$ cat src/rtl/bcd_count_n_pkg.sv
// Shared constants and helpers for the BCD counter slice.
package bcd_count_n_pkg;

    localparam int BCD_W            = 4;
    localparam int BCD_MAX_DIGIT    = 9;
    localparam int DEFAULT_PRESCALE = 33554432;

    // Saturate a single BCD digit to 9; codes 10..15 are not valid BCD.
    function automatic logic [BCD_W-1:0] clamp_digit(input logic [BCD_W-1:0] d);
        return (d > BCD_W'(BCD_MAX_DIGIT)) ? BCD_W'(BCD_MAX_DIGIT) : d;
    endfunction

endpackage

$ cat src/rtl/bcd_digit.sv
// One BCD digit: increment with carry-out, decrement with borrow-out.
module bcd_digit
    import bcd_count_n_pkg::*;
(
    input  logic [BCD_W-1:0] value,
    input  logic             inc,
    input  logic             dec,
    input  logic             clamp,
    output logic [BCD_W-1:0] next_value,
    output logic             carry,
    output logic             borrow
);

    logic [BCD_W-1:0] value_c;

    // Next digit value; carry/borrow ripple to the next more significant digit.
    always_comb begin
        // NOTE: every output gets a default first so no path leaves it unassigned (no latch).
        value_c    = clamp ? clamp_digit(value) : value;
        next_value = value_c;
        carry      = 1'b0;
        borrow     = 1'b0;
        if (inc) begin
            if (value_c == BCD_W'(BCD_MAX_DIGIT)) begin
                next_value = '0;
                carry      = 1'b1;
            end else begin
                next_value = value_c + 1'b1;
            end
        end else if (dec) begin
            if (value_c == '0) begin
                next_value = BCD_W'(BCD_MAX_DIGIT);
                borrow     = 1'b1;
            end else begin
                next_value = value_c - 1'b1;
            end
        end
    end

endmodule

$ cat src/rtl/bcd_count_n.sv
// Multi-digit BCD up/down counter stepped by a clock-enable prescaler.
module bcd_count_n
    import bcd_count_n_pkg::*;
#(
    parameter int DIGITS   = 2,
    parameter int PRESCALE = DEFAULT_PRESCALE
) (
    input  logic                      CLK,
    input  logic                      RST_N,
    input  logic                      run,
    input  logic                      up,
    input  logic                      load,
    input  logic [DIGITS*BCD_W-1:0]   load_value,
    input  logic [DIGITS*BCD_W-1:0]   max_count,
    output logic [DIGITS*BCD_W-1:0]   digits,
    output logic                      tc,
    output logic                      step
);

    localparam int W  = DIGITS * BCD_W;
    localparam int PW = (PRESCALE > 1) ? $clog2(PRESCALE) : 1;
    localparam logic [PW-1:0] PS_LAST = PW'(PRESCALE - 1);

    logic [PW-1:0] presc;
    logic [W-1:0]  max_c;
    logic [W-1:0]  load_c;
    logic [W-1:0]  count_next;
    logic [DIGITS:0] inc_chain;
    logic [DIGITS:0] dec_chain;
    logic          step_en;
    logic          at_max;
    logic          at_zero;
    logic          wrap;
    logic          unused_top_ripple;

    // Sanitise terminal and load values digit by digit.
    always_comb begin
        max_c  = '0;
        load_c = '0;
        for (int i = 0; i < DIGITS; i++) begin
            max_c[i*BCD_W +: BCD_W]  = clamp_digit(max_count[i*BCD_W +: BCD_W]);
            load_c[i*BCD_W +: BCD_W] = clamp_digit(load_value[i*BCD_W +: BCD_W]);
        end
    end

    // Step decode and wrap detection; BCD ordering matches binary ordering of valid codes.
    always_comb begin
        step_en      = run & (presc == PS_LAST);
        at_max       = (digits >= max_c);
        at_zero      = (digits == '0);
        wrap         = up ? at_max : at_zero;
        inc_chain[0] = up & ~at_max;
        dec_chain[0] = ~up & ~at_zero;
    end

    genvar g;
    generate
        for (g = 0; g < DIGITS; g++) begin : g_digit
            bcd_digit u_digit (
                .value      (digits[g*BCD_W +: BCD_W]),
                .inc        (inc_chain[g]),
                .dec        (dec_chain[g]),
                .clamp      (1'b1),
                .next_value (count_next[g*BCD_W +: BCD_W]),
                .carry      (inc_chain[g+1]),
                .borrow     (dec_chain[g+1])
            );
        end
    endgenerate

    // Ripple out of the top digit is never needed: wrap is decided by at_max/at_zero.
    assign unused_top_ripple = inc_chain[DIGITS] ^ dec_chain[DIGITS];

    // Prescaler, count and registered step/tc pulses; load overrides any step.
    always_ff @(posedge CLK or negedge RST_N) begin
        // NOTE: state is updated with non-blocking assignments so all registers see pre-edge values.
        if (!RST_N) begin
            presc  <= '0;
            digits <= '0;
            step   <= 1'b0;
            tc     <= 1'b0;
        end else if (load) begin
            presc  <= '0;
            digits <= load_c;
            step   <= 1'b0;
            tc     <= 1'b0;
        end else if (run) begin
            presc <= (presc == PS_LAST) ? '0 : presc + 1'b1;
            step  <= step_en;
            tc    <= step_en & wrap;
            if (step_en) begin
                if (wrap) digits <= up ? '0 : max_c;
                else      digits <= count_next;
            end
        end else begin
            step <= 1'b0;
            tc   <= 1'b0;
        end
    end

endmodule

$ cat config.mk
export PLATFORM = sky130hd
export DESIGN_NAME = bcd_count_n
export DESIGN_NICKNAME = d
export VERILOG_FILES = /design/src/rtl/bcd_count_n_pkg.sv /design/src/rtl/bcd_digit.sv /design/src/rtl/bcd_count_n.sv
export SDC_FILE = /design/constraint.sdc
export NUM_CORES = 1
export LEC_CHECK = 0
export ABC_AREA = 1
export BUFFER_PORTS_ARGS = -buffer_cell sky130_fd_sc_hd__buf_2
export CAP_MARGIN = 10
export CORE_ASPECT_RATIO = 1.1
export CORE_UTILIZATION = 59
export DETAILED_ROUTE_END_ITERATION = 12
export PLACE_DENSITY_LB_ADDON = 0.15
export SYNTH_ARGS = -nofsm -noshare
export SYNTH_HDL_FRONTEND = slang
export SYNTH_SLANG_ARGS = --single-unit
export TNS_END_PERCENT = 20
$ cat constraint.sdc
create_clock -name CLK -period 2.18 [get_ports CLK]
set_input_delay 0.436 -clock CLK [delete_from_list [all_inputs] [get_ports CLK]]
set_output_delay 0.436 -clock CLK [all_outputs]
set_load 0.05 [all_outputs]
==> flow_summary_export.csv, run 1 <==
group,metric,value,unit
power_and_ir_drop,sw_frac_of_total,32.9,%
setup_path,crit_path_frequent_cell,"nand2_1",
setup_path,path_max_fanout,4,
detailed_routing,vias_per_cell,5.50,
power_and_ir_drop,p_comb_share,26.7,%
place,place_area,2970,sq um
synthesis,synth-seq-cells,35,
synthesis,synth_area_leaders,"dfrtp_1 (32%), nand2_1 (13%), nor2_1 (7.8%)",
layout,drive_gt1_share,17.8,%
setup_path,worstPathArrival,2.20,ns
floorplan,rows,25,
place,hpwl,4880,um
synthesis,yosys.area_share.simple,39.4,%
clocking,cts_sinks,35,
detailed_routing,vias,2700,
job,cap_viol_max_count,0,
floorplan,die_height,73.1,um
setup_path,max_stage_delay,0.30,ns
layout,fin_area,3110,sq um
synthesis,yosysUniqueCellTypes,42,
detailed_routing,wl_per_cell,13.3,um
layout,area_growth,14.7,%
timing,fmax,0.493,GHz
synthesis,yosysSeqAreaShare,32.3,%
timing,final_hold_viol_count,0,
timing,fin_ws,0.151,ns
timing,finalSetupViolations,0,
synthesis,synthCells,392,
detailed_routing,drt_iter0_markers,232,
power_and_ir_drop,p_switching,0.544,mW
synthesis,synth_top_area_share,32.3,%
clocking,cts_buffers,5,
detailed_routing,ant_nets,0,
timing,rsz0062_at_grt,"yes",
synthesis,synth_largest_area_cell,"dfrtp_1",
power_and_ir_drop,power_density,532,nW/um^2
power_and_ir_drop,p_leak,1.49,nW
clocking,clock_latency,0.28,ns
floorplan,ios,31,
setup_path,crit_buf_inv,3,
detailed_routing,firstDrtPassIters,5,
timing,slew_violations,0,
floorplan,die-area,4870,sq um
layout,antenna_cells,0,
timing,worstMarginPinSlew,0.769,ns
clocking,root_buffer,"clkbuf_8",
clocking,clk_path_buf_depth,2,
power_and_ir_drop,clkPwrFrac,30.9,%
synthesis,synth_xor_area_share,3.88,%
synthesis,synth_top_family_by_area,"simple AND/OR/NAND/NOR gates",
timing,fin_setup_tns,0,ns
place,pre_cts_slack,-0.179,ns
timing,slew_headroom,48.7,%
timing,period_share,93.1,%
synthesis,synth_compound_area_share,11.8,%
setup_path,cpMaxStageDelayCell,"or2_2",
clocking,htreeDepth,2,
floorplan,die_w,66.6,um
layout,finish.utilization,71.5,%
synthesis,synth-adder-area-share,4.16,%
clocking,path_clk_slew,0.07,ns
timing,clock_skew,0.00364,ns
power_and_ir_drop,power.internal,1.11,mW
floorplan,start_util,62.3,%
global_routing,grt_overflow_total,0,
global_routing,grt_max_degree,36,
synthesis,yosys_warnings,0,
synthesis,synth.cell_area,2710,sq um
setup_path,path_cells,"buf_2 -> or2_2 -> a21oi_2 -> inv_1 -> ha_1 -> nand2_1 -> nor2_1 -> nor2_1 -> nand2_1 -> nand2_2 -> buf_4 -> nand4_1 -> nand3_1 -> nand2_1 -> nand2_1 -> a21oi_2",
outcome,status,"finished clean",
detailed_routing,drcViolationCount,0,
setup_path,critPathKind,"in -> reg",
global_routing,antenna_found_initial,0,
place,place.gp.congestion,0.910,
global_routing,track_usage,29.0,%
hold_path,hold_class,"in -> async",
synthesis,postSynthAreaPerCell,6.91,sq um
layout,fin_nets,466,
synthesis,muxShareOfSynthArea,0,%
setup_path,start_kind,"input port",
power_and_ir_drop,irDropWorstVdd,0.000391,V
global_routing,grt_pass1_vias,2622,
floorplan,core-area,4350,sq um
timing,timing.final.crit_period,2.03,ns
setup_path,end_kind,"flop",
place,numPortBuffers,30,
power_and_ir_drop,p_seq_share,42.4,%
setup_path,critPathTopFamily,"simple AND/OR/NAND/NOR gates",
synthesis,synth_fp_nets,422,
clocking,cts_tree,"done",
power_and_ir_drop,finalPower,1.65,mW
detailed_routing,wirelength,6540,um
setup_path,cp.required,2.35,ns
global_routing,grt_pass1_wl,10800,um
timing repair:
| item | in CTS | in global routing |
|---|---|---|
| buffers inserted | 0 | 1 |
| hold buffers | 0 | 0 |
| gates resized for setup | 0 | 6 |
| setup endpoints to repair | 0 | 8 |
kinds of logic after synthesis:
logic type	Yosys count
compound gates	55
xor+xnor	12
fa+ha+maj	9
buf+inv	55
flops	35
simple gates	226
power groups by stage:
stage	sequential, mW	combinational (mW)	clock (mW)
finish	0.701	0.441	0.511
global route	0.705	0.493	0.546
CTS	0.700	0.427	0.525
detailed placement	0.712	0.426	0
global placement	0.712	0.420	0
floorplan	0.764	0.245	0
path summary, 6_finish.rpt:
kind                               start        end  slack [ns]  cells past startpoint
max in group asynchronous          RST_N  presc[23]        1.46                      1
setup / recovery            max_count[1]  digits[5]        0.15                     16
hold reg to reg                 presc[1]   presc[1]        0.53                      2
setup reg to reg                presc[0]  digits[4]        0.25                     14
hold / removal                     RST_N   presc[2]        0.22                      1
min in group CLK           load_value[0]  digits[0]        0.40                      3
final cells by class:
cell class,instances,area (sq um)
clock buffer,8,100
fill,373,1240
inverter,49,184
multi-input combinational,302,1630
sequential,35,876
tap,54,67.6
timing repair buffer,43,248
cells in the mapped netlist, drive strengths merged:
| cell | n |
|---|---|
| dfrtp | 35 |
| o21bai | 2 |
| a211oi | 1 |
| nor4b | 1 |
| o21a | 3 |
| clkbuf | 1 |
| nor4 | 3 |
| o31ai | 1 |
| nor3 | 13 |
| nand3b | 3 |
| o21ai | 21 |
| a21oi | 18 |
| ha | 9 |
| a21boi | 1 |
| or2 | 1 |
| a31oi | 2 |
| nand4 | 12 |
| and3 | 1 |
| nand3 | 30 |
| xnor2 | 5 |
| o211ai | 2 |
| nand2 | 96 |
| nor3b | 1 |
| xor2 | 7 |
| buf | 5 |
| inv | 49 |
| nor2 | 65 |
| o22ai | 4 |
per-stage QoR:
step / hold slack [ns] / std cells
final: 0.216 / 491
after global routing: 0.288 / 491
after CTS: 0.239 / 490
after detailed placement: 0.524 / 482
after global placement: 0.504 / 482
after floorplan: 0.140 / 392
flip-flops by register name (all words and copies together) (netlist names):
register and flops:
digits 8, presc 25, step 1, tc 1
layout by cell type, fill, tap and decap left out, drive strengths merged, types with 2 or more instances in the layout:
cell type,netlist,routed
nand3,30,30
nand3b,3,3
nor3,13,13
buf,5,43
o22ai,4,4
nand2,96,96
nor2,65,65
nand4,12,12
nor4,3,3
o211ai,2,2
o21ai,21,21
dfrtp,35,35
o21a,3,3
a21oi,18,18
inv,49,49
clkbuf,1,8
ha,9,9
xor2,7,7
xnor2,5,5
o21bai,2,2
a31oi,2,2
per-layer routing:
layer	up-vias	wire length, um	GRT usage (%)
li1	1377	-	-
met1	1218	2640	31.3
met2	82	3460	54.1
met3	23	273	4.69
met4	0	166	13.2
met5	-	0	0
(Power assumes the default switching activity.)
==> inputs of run 2 (changes only) <==
CORE_UTILIZATION = 30   (was 59)
CTS_BUF_LIST = sky130_fd_sc_hd__clkbuf_8   (was not set)
==> flow_summary_export.csv, run 2 (synthesis results as in run 1) <==
group,metric,value,unit
floorplan,rows,36,
timing,fmax,0.501,GHz
global_routing,antenna_found_initial,0,
global_routing,grt_max_degree,36,
floorplan,die-area,9420,sq um
timing,period_share,91.6,%
clocking,cts_hold_buf,0,
floorplan,die_height,102,um
timing,fin_setup_tns,0,ns
hold_path,hold_class,"in -> async",
place,hpwl,5710,um
floorplan,core-area,8830,sq um
timing,timing.final.crit_period,2.00,ns
clocking,clk_path_buf_depth,2,
detailed_routing,ant_nets,0,
layout,layout_commonest_cell,"nand2_1",
clocking,cts_buffers,5,
layout,fin_area,3180,sq um
timing,final_hold_viol_count,0,
global_routing,grt_pass1_vias,2635,
layout,regMostFlops,"presc",
job,cap_viol_max_count,0,
setup_path,reg2regPathDepth,12,
place,dp_cells,545,
clocking,path_clk_slew,0.08,ns
layout,post_layout_nonfiller_instances,553,
power_and_ir_drop,p_leak,1.49,nW
power_and_ir_drop,irDropWorstVdd,0.000230,V
global_routing,track_usage,17.0,%
clocking,cts_sinks,35,
layout,final_cell_mix,"nand2_1 (91), nor2_1 (56), inv_1 (48), dfrtp_1 (35), buf_2 (30)",
floorplan,ios,31,
layout,area_growth,17.5,%
place,place_area,3080,sq um
setup_path,worstPathArrival,2.22,ns
timing,finalSetupViolations,0,
setup_path,cp.required,2.40,ns
place,numPortBuffers,30,
detailed_routing,drcViolationCount,1,
clocking,htreeDepth,2,
global_routing,grt_overflow_total,0,
place,place.gp.congestion,0.879,
timing,worstMarginPinSlew,0.491,ns
floorplan,start_util,30.7,%
timing,slew_violations,0,
clocking,root_buffer,"clkbuf_8",
outcome,status,"finished, violations left",
detailed_routing,wirelength,7330,um
power_and_ir_drop,power_density,507,nW/um^2
layout,antenna_cells,0,
detailed_routing,vias,2631,
detailed_routing,vias_per_cell,4.76,
layout,reg.largest.list,"presc (25), digits (8)",
clocking,cts.repair.resized,0,
setup_path,end_kind,"flop",
layout,largest_reg_flops,25,
timing,rsz0062_at_grt,"no",
global_routing,grt_pass1_wl,12500,um
clocking,cts_tree,"done",
clocking,clock_latency,0.29,ns
outcome,violations,"DRC",
layout,drive_gt1_share,18.2,%
setup_path,start_kind,"input port",
floorplan,die_w,92.6,um
setup_path,path_max_fanout,6,
layout,fin_nets,468,
detailed_routing,drt_iter0_markers,86,
detailed_routing,firstDrtPassIters,8,
detailed_routing,wl_per_cell,13.3,um
timing,slew_headroom,67.1,%
clocking,cts_setup_buffers,0,
timing,clock_skew,0.0112,ns
setup_path,critPathKind,"in -> reg",
-- run 2: changes by cell type in the layout (fill, tap and decap cells not counted), sizes merged --
cell	before	now
clkbuf	8	5
buf	43	45
clkinv	0	1
clkinvlp	0	1
inv	49	50
-- run 2: worst paths after layout --
check | from | to | slack, ns
worst max-delay path | max_count[1] | digits[5] | 0.18
worst min-delay path | RST_N | step | 0.18
worst max register to register | presc[0] | presc[7] | 0.26
worst min register to register | presc[1] | presc[1] | 0.53
max in group asynchronous | RST_N | presc[6] | 1.65
min in group CLK | load_value[0] | digits[0] | 0.39
-- run 2: report_power, final --
group / switching, mW / internal (mW) / total [mW]
combinational: 0.290 / 0.151 / 0.441
clock: 0.252 / 0.219 / 0.471
sequential: 0.0320 / 0.669 / 0.701
total: 0.574 / 1.04 / 1.61
-- run 2: cell type report --
cell class / instances / area (sq um)
sequential: 35 / 876
timing repair buffer: 45 / 275
clock inverter: 3 / 16.3
clock buffer: 5 / 68.8
fill: 983 / 5650
multi-input combinational: 302 / 1620
tap: 114 / 143
inverter: 49 / 184
-- run 2: stage by stage --
stage | setup slack [ns] | hold slack, ns | total power, mW | util (%)
after floorplan | 0.0851 | 0.140 | 1.01 | -
after global placement | -0.168 | 0.506 | 1.15 | 34.9
after detailed placement | -0.233 | 0.515 | 1.15 | 34.9
after CTS | 0.0662 | 0.197 | 1.64 | 35.9
after global routing | 0.0251 | 0.227 | 1.73 | 36.1
final | 0.183 | 0.180 | 1.61 | 36.1
-- run 2: critical path: stages --
cell and delay [ns]:
buf_2 0.10, or2_2 0.30, a21oi_2 0.15, inv_1 0.06, ha_1 0.26, nand2_1 0.05
nor2_1 0.04, nor2_1 0.08, nand2_1 0.07, nand2_2 0.10, nand2_2 0.11, o21ai_4 0.12
nand3_1 0.10, nand2_1 0.06, nand2_1 0.06, a21oi_2 0.11
-- run 2: per-layer routing --
layer | GRT usage [%] | vias to the layer above | wire length [um]
met3 | 2.63 | 10 | 215
met1 | 21.0 | 1196 | 3380
met4 | 6.04 | 0 | 135
li1 | - | 1383 | -
met2 | 30.2 | 42 | 3590
met5 | 0 | - | 0
